[src/rtl/varlat_inorder_pkg.sv]
// rtl/varlat_inorder_pkg.sv - shared types and bank decode for varlat_inorder_router
package varlat_inorder_pkg;

    localparam int unsigned BankIdxWidth = 8;
    localparam int unsigned AddrMaxWidth = 64;

    typedef logic [BankIdxWidth-1:0] bank_idx_t;

    typedef struct packed {
        bank_idx_t bank;
        logic      we;
    } ini_fifo_entry_t;

    function automatic bank_idx_t bank_sel(input logic [AddrMaxWidth-1:0] addr,
                                           input int unsigned byte_off,
                                           input int unsigned bank_w);
        logic [AddrMaxWidth-1:0] sh;
        sh = (addr >> byte_off) & ((AddrMaxWidth'(1) << bank_w) - AddrMaxWidth'(1));
        return bank_idx_t'(sh);
    endfunction

endpackage

[src/rtl/varlat_sync_fifo.sv]
// rtl/varlat_sync_fifo.sv - registered-output synchronous FIFO, push accepted when full only with a pop
module varlat_sync_fifo #(
    parameter int unsigned Depth = 4,
    parameter type         T     = logic
) (
    input  logic clk_i,
    input  logic rst_i,
    input  logic push_i,
    input  T     data_i,
    input  logic pop_i,
    output T     data_o,
    output logic full_o,
    output logic empty_o
);
    localparam int unsigned PtrW = (Depth > 1) ? $clog2(Depth) : 1;
    localparam int unsigned CntW = $clog2(Depth + 1);

    T                mem [Depth];
    logic [PtrW-1:0] wr_ptr, rd_ptr;
    logic [CntW-1:0] count;
    logic            do_push, do_pop;

    assign full_o  = (count == CntW'(Depth));
    assign empty_o = (count == '0);
    assign do_pop  = pop_i & ~empty_o;
    assign do_push = push_i & (~full_o | do_pop);
    assign data_o  = mem[rd_ptr];

    always_ff @(posedge clk_i) begin
        if (rst_i) begin
            wr_ptr <= '0;
            rd_ptr <= '0;
            count  <= '0;
        end else begin
            if (do_push) wr_ptr <= (wr_ptr == PtrW'(Depth - 1)) ? '0 : wr_ptr + 1'b1;
            if (do_pop)  rd_ptr <= (rd_ptr == PtrW'(Depth - 1)) ? '0 : rd_ptr + 1'b1;
            count <= count + CntW'(do_push) - CntW'(do_pop);
        end
    end

    always_ff @(posedge clk_i) begin
        if (do_push) mem[wr_ptr] <= data_i;
    end

endmodule

[src/rtl/varlat_inorder_router.sv]
// rtl/varlat_inorder_router.sv - NumIn x NumOut in-order router to variable-latency banks
// Optional VARLAT_INORDER_RSP_CUT_EN registers vld_o/rdata_o.
module varlat_inorder_router
    import varlat_inorder_pkg::*;
#(
    parameter int unsigned NumIn           = 4,
    parameter int unsigned NumOut          = 8,
    parameter int unsigned AddrWidth       = 32,
    parameter int unsigned DataWidth       = 32,
    parameter int unsigned BeWidth         = DataWidth / 8,
    parameter int unsigned AddrMemWidth    = 12,
    parameter int unsigned ByteOffWidth    = $clog2(DataWidth) - 3,
    parameter int unsigned IniOutstanding  = 4,
    parameter int unsigned BankOutstanding = 4,
    parameter bit          WriteRespOn     = 1'b1
) (
    input  logic                                 clk_i,
    input  logic                                 rst_i,
    input  logic [NumIn-1:0]                     req_i,
    input  logic [NumIn-1:0][AddrWidth-1:0]      add_i,
    input  logic [NumIn-1:0]                     we_i,
    input  logic [NumIn-1:0][DataWidth-1:0]      wdata_i,
    input  logic [NumIn-1:0][BeWidth-1:0]        be_i,
    output logic [NumIn-1:0]                     gnt_o,
    output logic [NumIn-1:0]                     vld_o,
    output logic [NumIn-1:0][DataWidth-1:0]      rdata_o,
    output logic [NumOut-1:0]                    req_o,
    input  logic [NumOut-1:0]                    gnt_i,
    output logic [NumOut-1:0][AddrMemWidth-1:0]  add_o,
    output logic [NumOut-1:0]                    we_o,
    output logic [NumOut-1:0][DataWidth-1:0]     wdata_o,
    output logic [NumOut-1:0][BeWidth-1:0]       be_o,
    input  logic [NumOut-1:0]                    rvalid_i,
    output logic [NumOut-1:0]                    rready_o,
    input  logic [NumOut-1:0][DataWidth-1:0]     rdata_i
);
    localparam int unsigned BankW = $clog2(NumOut);
    localparam int unsigned IniW  = (NumIn > 1) ? $clog2(NumIn) : 1;
    typedef logic [IniW-1:0] ini_idx_t;

    bank_idx_t       ini_bank [NumIn];
    ini_fifo_entry_t ihead    [NumIn];
    logic [NumIn-1:0] ifull, iempty, eligible, ipop, vld_c;
    logic [NumIn-1:0][DataWidth-1:0] rdata_c;

    logic [NumOut-1:0] bfull, bempty, bpush, rsp_pop;
    ini_idx_t bhead [NumOut];
    ini_idx_t win   [NumOut];
    ini_idx_t rr_ptr[NumOut];

    logic unused_addr;
    assign unused_addr = ^add_i;

    always_comb begin
        for (int i = 0; i < NumIn; i++) begin
            ini_bank[i] = bank_sel(AddrMaxWidth'(add_i[i]), ByteOffWidth, BankW);
            eligible[i] = req_i[i] & ~ifull[i] & ~rst_i;
        end
    end

    // Round-robin search starts at each bank's pointer; payload always follows the winner.
    always_comb begin
        logic found;
        int   idx;
        gnt_o = '0;
        for (int k = 0; k < NumOut; k++) begin
            found  = 1'b0;
            win[k] = '0;
            for (int o = 0; o < NumIn; o++) begin
                idx = (int'(rr_ptr[k]) + o) % NumIn;
                if (!found && eligible[idx] && ini_bank[idx] == bank_idx_t'(k)) begin
                    found  = 1'b1;
                    win[k] = ini_idx_t'(idx);
                end
            end
            req_o[k]   = found & ~bfull[k];
            bpush[k]   = req_o[k] & gnt_i[k];
            add_o[k]   = add_i[win[k]][ByteOffWidth + BankW +: AddrMemWidth];
            we_o[k]    = we_i[win[k]];
            wdata_o[k] = wdata_i[win[k]];
            be_o[k]    = be_i[win[k]];
            if (bpush[k]) gnt_o[win[k]] = 1'b1;
        end
    end

    always_ff @(posedge clk_i) begin
        if (rst_i) begin
            for (int k = 0; k < NumOut; k++) rr_ptr[k] <= '0;
        end else begin
            for (int k = 0; k < NumOut; k++) begin
                if (bpush[k]) rr_ptr[k] <= (int'(win[k]) == NumIn - 1) ? '0 : win[k] + 1'b1;
            end
        end
    end

    for (genvar i = 0; i < NumIn; i++) begin : g_ififo
        varlat_sync_fifo #(.Depth(IniOutstanding), .T(ini_fifo_entry_t)) u_ififo (
            .clk_i   (clk_i),
            .rst_i   (rst_i),
            .push_i  (gnt_o[i]),
            .data_i  (ini_fifo_entry_t'({ini_bank[i], we_i[i]})),
            .pop_i   (ipop[i]),
            .data_o  (ihead[i]),
            .full_o  (ifull[i]),
            .empty_o (iempty[i])
        );
    end

    for (genvar k = 0; k < NumOut; k++) begin : g_bfifo
        varlat_sync_fifo #(.Depth(BankOutstanding), .T(ini_idx_t)) u_bfifo (
            .clk_i   (clk_i),
            .rst_i   (rst_i),
            .push_i  (bpush[k]),
            .data_i  (win[k]),
            .pop_i   (rsp_pop[k]),
            .data_o  (bhead[k]),
            .full_o  (bfull[k]),
            .empty_o (bempty[k])
        );
    end

    // A bank may only retire when its oldest transaction is also its initiator's oldest.
    always_comb begin
        ipop    = '0;
        vld_c   = '0;
        rdata_c = '0;
        for (int k = 0; k < NumOut; k++) begin
            rready_o[k] = ~bempty[k] & ~iempty[bhead[k]] &
                          (ihead[bhead[k]].bank == bank_idx_t'(k));
            rsp_pop[k]  = rready_o[k] & rvalid_i[k];
            if (rsp_pop[k]) begin
                ipop[bhead[k]]    = 1'b1;
                vld_c[bhead[k]]   = ~ihead[bhead[k]].we | WriteRespOn;
                rdata_c[bhead[k]] = rdata_i[k];
            end
        end
    end

`ifdef VARLAT_INORDER_RSP_CUT_EN
    always_ff @(posedge clk_i) begin
        if (rst_i) vld_o <= '0;
        else       vld_o <= vld_c;
        rdata_o <= rdata_c;
    end
`else
    assign vld_o   = vld_c;
    assign rdata_o = rdata_c;
`endif

endmodule

[config.mk]
export PLATFORM = sky130hd
export DESIGN_NAME = varlat_inorder_router
export DESIGN_NICKNAME = d
export VERILOG_FILES = /design/src/rtl/varlat_inorder_pkg.sv /design/src/rtl/varlat_sync_fifo.sv /design/src/rtl/varlat_inorder_router.sv
export SDC_FILE = /design/constraint.sdc
export NUM_CORES = 2
export LEC_CHECK = 0
export BUFFER_PORTS_ARGS = -buffer_cell sky130_fd_sc_hd__buf_2
export CORE_AREA = 2 2 425 427
export CTS_CLUSTER_SIZE = 30
export DETAILED_ROUTE_END_ITERATION = 8
export DIE_AREA = 0 0 427 429
export GPL_ROUTABILITY_DRIVEN = 0
export GPL_TIMING_DRIVEN = 0
export PLACE_DENSITY_LB_ADDON = 0.08
export SLEW_MARGIN = 25
export SYNTH_ARGS = -nofsm -noshare
export SYNTH_HDL_FRONTEND = slang
export SYNTH_SLANG_ARGS = --single-unit
export TNS_END_PERCENT = 5
[constraint.sdc]
create_clock -name clk_i -period 5.7 [get_ports clk_i]
set_clock_uncertainty 0.15 [all_clocks]
set_input_delay 0.285 -clock clk_i [delete_from_list [all_inputs] [get_ports clk_i]]
set_output_delay 0.285 -clock clk_i [all_outputs]
set_load 0.02 [all_outputs]
After elaboration in Yosys (flattened, before gate mapping)

Memories as Yosys holds them, arrays and structs flattened. A register that Yosys moved wholly into a read port is not among the register bits.
Cells that the tools add are included.
W data, S select, Z words.

Add/subtract/negate cells: 80
Reductions and logical operators: 113
Eq/ne operators: 79
Multiplexer cells: 521
Order comparisons: 104
Bitwise operators: 180

Operators with widths:

| cell                  | count |
|---|---|
| $bmux W32 S2          | 16 |
| $ge A32 B3 Y1 const B | 32 |
| $mux W128             | 8 |
| $not A2 Y32           | 32 |
| $bwmux W128           | 7 |
| $bmux W8 S2           | 32 |
| $demux W32 S2         | 8 |
| $mux W32              | 16 |
| $mux W8               | 64 |
| $mux W2               | 96 |
| $eq A8 B3 Y1 const B  | 20 |
| $mux W1               | 146 |
| $bmux W9 S2           | 8 |
| $lt A2 B3 Y1 const B  | 48 |
| $mux W9               | 16 |
| $mux W17              | 8 |
| $and A128 B128 Y128   | 1 |
| $bmux W1 S2           | 48 |
| $mux W4               | 24 |
| $add A2 B1 Y2 const B | 40 |
| $eq A8 B2 Y1 const B  | 10 |
| $and A1 B1 Y1         | 72 |
| $logic_and A1 B1 Y1   | 72 |
| $bmux W4 S2           | 8 |
| 16 further kinds      | 245 |

Output and inout port bits: 544
Bits in writable memories: 144
Memories kept: 13
Flip-flop bits (word level): 84

Memories:

| name                   | depth | width | read ports | clocked after memory_dff | wr ports | line                        | source |
|---|---|---|---|---|---|---|---|
| g_ififo[0].u_ififo.mem | 4     | 4     | 1          | 1                        | 1        | varlat_sync_fifo.sv:18      | `T mem [Depth];` |
| g_ififo[1].u_ififo.mem | 4     | 4     | 1          | 1                        | 1        | varlat_sync_fifo.sv:18      |  |
| g_ififo[2].u_ififo.mem | 4     | 4     | 1          | 1                        | 1        | varlat_sync_fifo.sv:18      |  |
| g_ififo[3].u_ififo.mem | 4     | 4     | 1          | 1                        | 1        | varlat_sync_fifo.sv:18      |  |
| rr_ptr                 | 8     | 2     | 8          | 0                        | 8        | varlat_inorder_router.sv:49 | `ini_idx_t rr_ptr[NumOut];` |
| g_bfifo[0].u_bfifo.mem | 4     | 2     | 1          | 1                        | 1        | varlat_sync_fifo.sv:18      |  |
| +7 memories            | -     | -     | -          | -                        | -        | -                           |  |

Depth between registers and ports, before layout

Depth after elaboration: 42
Mapped depth: 21
Mapped depth without buffers: 18

Cells and area by module

A second synthesis with hierarchy kept.

Cells, all modules: 3997
Area total of the unflattened synthesis: 36864.1 µm²

By module, submodules not included:

| module                                    | cells each | times used | area each (µm²) |
|---|---|---|---|
| varlat_inorder_router                     | 3159       | 1          | 23630.2 |
| varlat_sync_fifo (g_bfifo[0].u_bfifo ...) | 57         | 7          | 765.7 |
| varlat_sync_fifo (g_ififo[1].u_ififo ...) | 95         | 3          | 1773.0 |
| varlat_sync_fifo (g_ififo[0].u_ififo)     | 96         | 1          | 1789.2 |
| varlat_sync_fifo (g_bfifo[7].u_bfifo)     | 58         | 1          | 765.7 |

Worst setup path after synthesis

No wires, ideal clock.

Path kind: register to register
Start point: reg g_ififo[0].u_ififo.count[2]
End point: reg g_ififo[1].u_ififo.count[2]
Arrival: 3.883 ns
Stages on the path, launching flop included: 20
Setup time: 0.128 ns
Setup slack: 1.540 ns
Path through: dfxtp_1 or3b_1 buf_6 and4_1 buf_2 a21o_1 nand2_1 a21oi_1 nor2_1 buf_2 inv_1 ha_1 a222oi_1 nand3_1 o22a_1 buf_4 ha_1 fa_1 xnor2_1 nor2_1

RTL lines:

| item                     | line                   | source |
|---|---|---|
| start: declaration       | varlat_sync_fifo.sv:20 | `logic [CntW-1:0] count;` |
| start signal: assignment | varlat_sync_fifo.sv:37 | `count <= count + CntW'(do_push) - CntW'(do_pop);` |
| end signal: assignment   | varlat_sync_fifo.sv:37 |  |
| end: declaration         | varlat_sync_fifo.sv:20 |  |

==> reports/metrics.cfg <==
[run_status]
status = finished, final reports clean

[logic_synthesis]
ys_types = 84
seq_area_frac_synth_pct = 18.5
postSynthAreaPerCell_um2 = 8.54
ys_warn_count = 0
synth_area_leaders = mux2i_1, edfxtp_1, dfxtp_1
synth_top_area_share_pct = 34.0
synth_edf_count = 128
async_reset_ff_share_pct = 0
netlist_area_um2 = 32500
synth_flop_cell = edfxtp_1
synth.ff_latch_count = 236
synth_nets = 4481
synthCells = 3803
yosysTopAreaCell = mux2i_1

[cts]
cts_tree = yes
clock-root-buffer = clkbuf_16
cts_inserted_buffers = 30
h-tree-depth = 1
insertion_delay_ns = 0.57
clock-sinks = 236
clock_path_buffers = 3
cts.clk_slew.worst_paths_ns = 0.06

[timing]
slew_viol_final = 0
fmax_mhz = 182
min_period_ns = 5.49
fin_crit_sh_pct = 96.3
worstMarginPinSlew_ns = 1.08
rsz0062_at_grt = true
worst_hold_slack_ns = 0.0243
finalHoldViolCount = 0
timing.max_slew.rel_slack_pct = 27.8
setup_violations = 0

[power]
pwr_density_cell_nw_per_um2 = 154
leakagePower_nw = 14.9
ir_drop_uv = 196

[floorplan]
rows = 155
initial_utilization_pct = 18.2
coreArea_um2 = 178000
die_w_um = 427
die_h_um = 429
dieArea_um2 = 183000
io_pins = 1098

[global_routing]
grt.total_usage_pct = 24.0
grt_max_degree = 16
grt_pass1_vias = 37295
grt.overflow.total = 0
antenna_found_initial = 49
grt_pass1_wl_um = 314000

[critical_path]
start_kind = flop
r2r_end = g_ififo[2].u_ififo.count[1]
cp.arrival_ns = 5.05
reg2reg_slack_ns = 0.28
cp-end-kind = output port
r2r_start = g_ififo[0].u_ififo.count[2]
crit_type = flop to output port
crit_required_ns = 5.27
startpoint = g_ififo[0].u_ififo.count[2]
worst_r2r_path_depth = 17
worstPathMaxFanout = 15

[final_layout]
final_core_util_pct = 23.2
syn_to_final_growth_pct = 27.5
drive_above_1_share_pct = 24.8
fin_nets = 5420
fin_area_um2 = 41400

[routing]
route.detailed.drc = 0
vias_per_cell = 5.19
route.vias.total = 37115
wirelength_um = 232000
initialDrtViolationCount = 2943
drt_first_pass_iters = 9
antenna_left = 0
wl_per_cell_um = 32.5

[placed_design]
post_dp_cell_area_um2 = 40100
portBuffers = 880
hpwl_um = 182000

[worst_hold_path]
hold_end = g_bfifo[0].u_bfifo.mem[0][0]
worstHoldPathCells = 2
hold_class = input port to flop
hold_start = gnt_i[0]

[run]
drv_cap = 0

==> worst max-delay path by stage <==
| stage | slack, ns | cells after the start | to |
|---|---|---|---|
| after floorplan | 1.54 | 19 | g_ififo[1].u_ififo.count[2] |
| after global placement | -1.38 | 16 | g_ififo[2].u_ififo.count[1] |
| after detailed placement | -0.63 | 18 | g_ififo[2].u_ififo.count[1] |
| after CTS | -0.03 | 13 | gnt_o[2] |
| after global routing | -0.04 | 16 | gnt_o[1] |
| final | 0.21 | 14 | gnt_o[2] |
==> per-stage QoR <==
stage	total power, mW	std cells	worst slack [ns]	TNS, ns
finish	6.36	7150	0.212	0
global route	6.63	7137	-0.0392	-0.0392
CTS	6.43	7119	-0.0313	-0.0313
floorplan	3.23	3803	1.54	0
detailed placement	4.40	7051	-0.629	-6.38
global placement	4.39	7038	-1.38	-47.76
==> Yosys cell counts (all sizes together), types with 63 or more instances <==
library cell  count
mux2i          1103
clkbuf          269
nand2           262
buf             215
o21ai           153
a21oi           146
a32oi           130
edfxtp          128
nor2            124
ha              112
dfxtp           108
and2             96
inv              95
nand3            93
a31oi            64
o221ai           63
==> where the power goes <==
part / internal (mW) / switching, mW
clock network: 1.23 / 0.754
logic: 0.782 / 1.70
registers: 1.85 / 0.0434
total: 3.86 / 2.50
==> worst max-delay path, stage by stage (launching register included) <==
cell      delay (ns)
dfxtp_1         0.37
or3b_1          0.37
buf_6           0.16
and3_1          0.18
nor2_1          0.11
o21ai_0         0.09
a32o_1          0.27
o32a_1          0.38
clkbuf_2        0.41
buf_4           0.43
ha_1            0.25
a222oi_1        0.39
nand4_1         0.53
buf_4           0.32
buf_2           0.15
==> area by class of cell <==
| class | count | area, µm² |
|---|---|---|
| inverter | 95 | 357 |
| timing repair buffer | 908 | 4710 |
| tap | 2355 | 2950 |
| sequential | 236 | 6010 |
| clock buffer | 45 | 868 |
| multi-input combinational | 2988 | 24200 |
| buffer | 483 | 2030 |
| fill | 19985 | 137000 |
| antenna | 29 | 72.6 |
| clock inverter | 11 | 164 |
==> placed cells by master (no fill, tap or decap), drive strengths merged, types with 54 or more instances in the layout <==
master	netlist	final
a211oi	54	54
a21oi	146	146
a31oi	64	64
a32oi	130	130
and2	96	96
buf	215	1107
clkbuf	269	316
dfxtp	108	108
edfxtp	128	128
ha	112	112
inv	95	97
mux2i	1103	1103
nand2	262	262
nand3	93	93
nor2	124	124
o21ai	153	153
o221ai	63	63
or3	56	56
==> cells by family after synthesis <==
group           Yosys count  synth area share (%)
buf+inv                 579                  7.25
simple gates            855                  13.6
mux                    1142                  36.6
xor+xnor                 25                 0.675
flops                   236                  18.5
fa+ha+maj               124                  5.06
compound gates          842                  18.3
==> timing repair <==
| item | 4_1_cts | 5_1_grt |
|---|---|---|
| pin swaps | 0 | 1 |
| hold endpoints to repair | 50 | 0 |
| hold buffers | 13 | 0 |
| setup buffers | 0 | 2 |
| setup endpoints to repair | 24 | 8 |
| gates resized for setup | 8 | 5 |
==> metal layers <==
layer / vias up / part of all wire (%) / track usage [%]
li1: 16345 / - / -
met5: - / 0.069 / 0
met3: 376 / 6.4 / 4.12
met2: 1837 / 50 / 43.6
met1: 18531 / 39 / 27.9
met4: 26 / 4.2 / 8.67
Note: power is estimated with default switching activity, not from simulation.
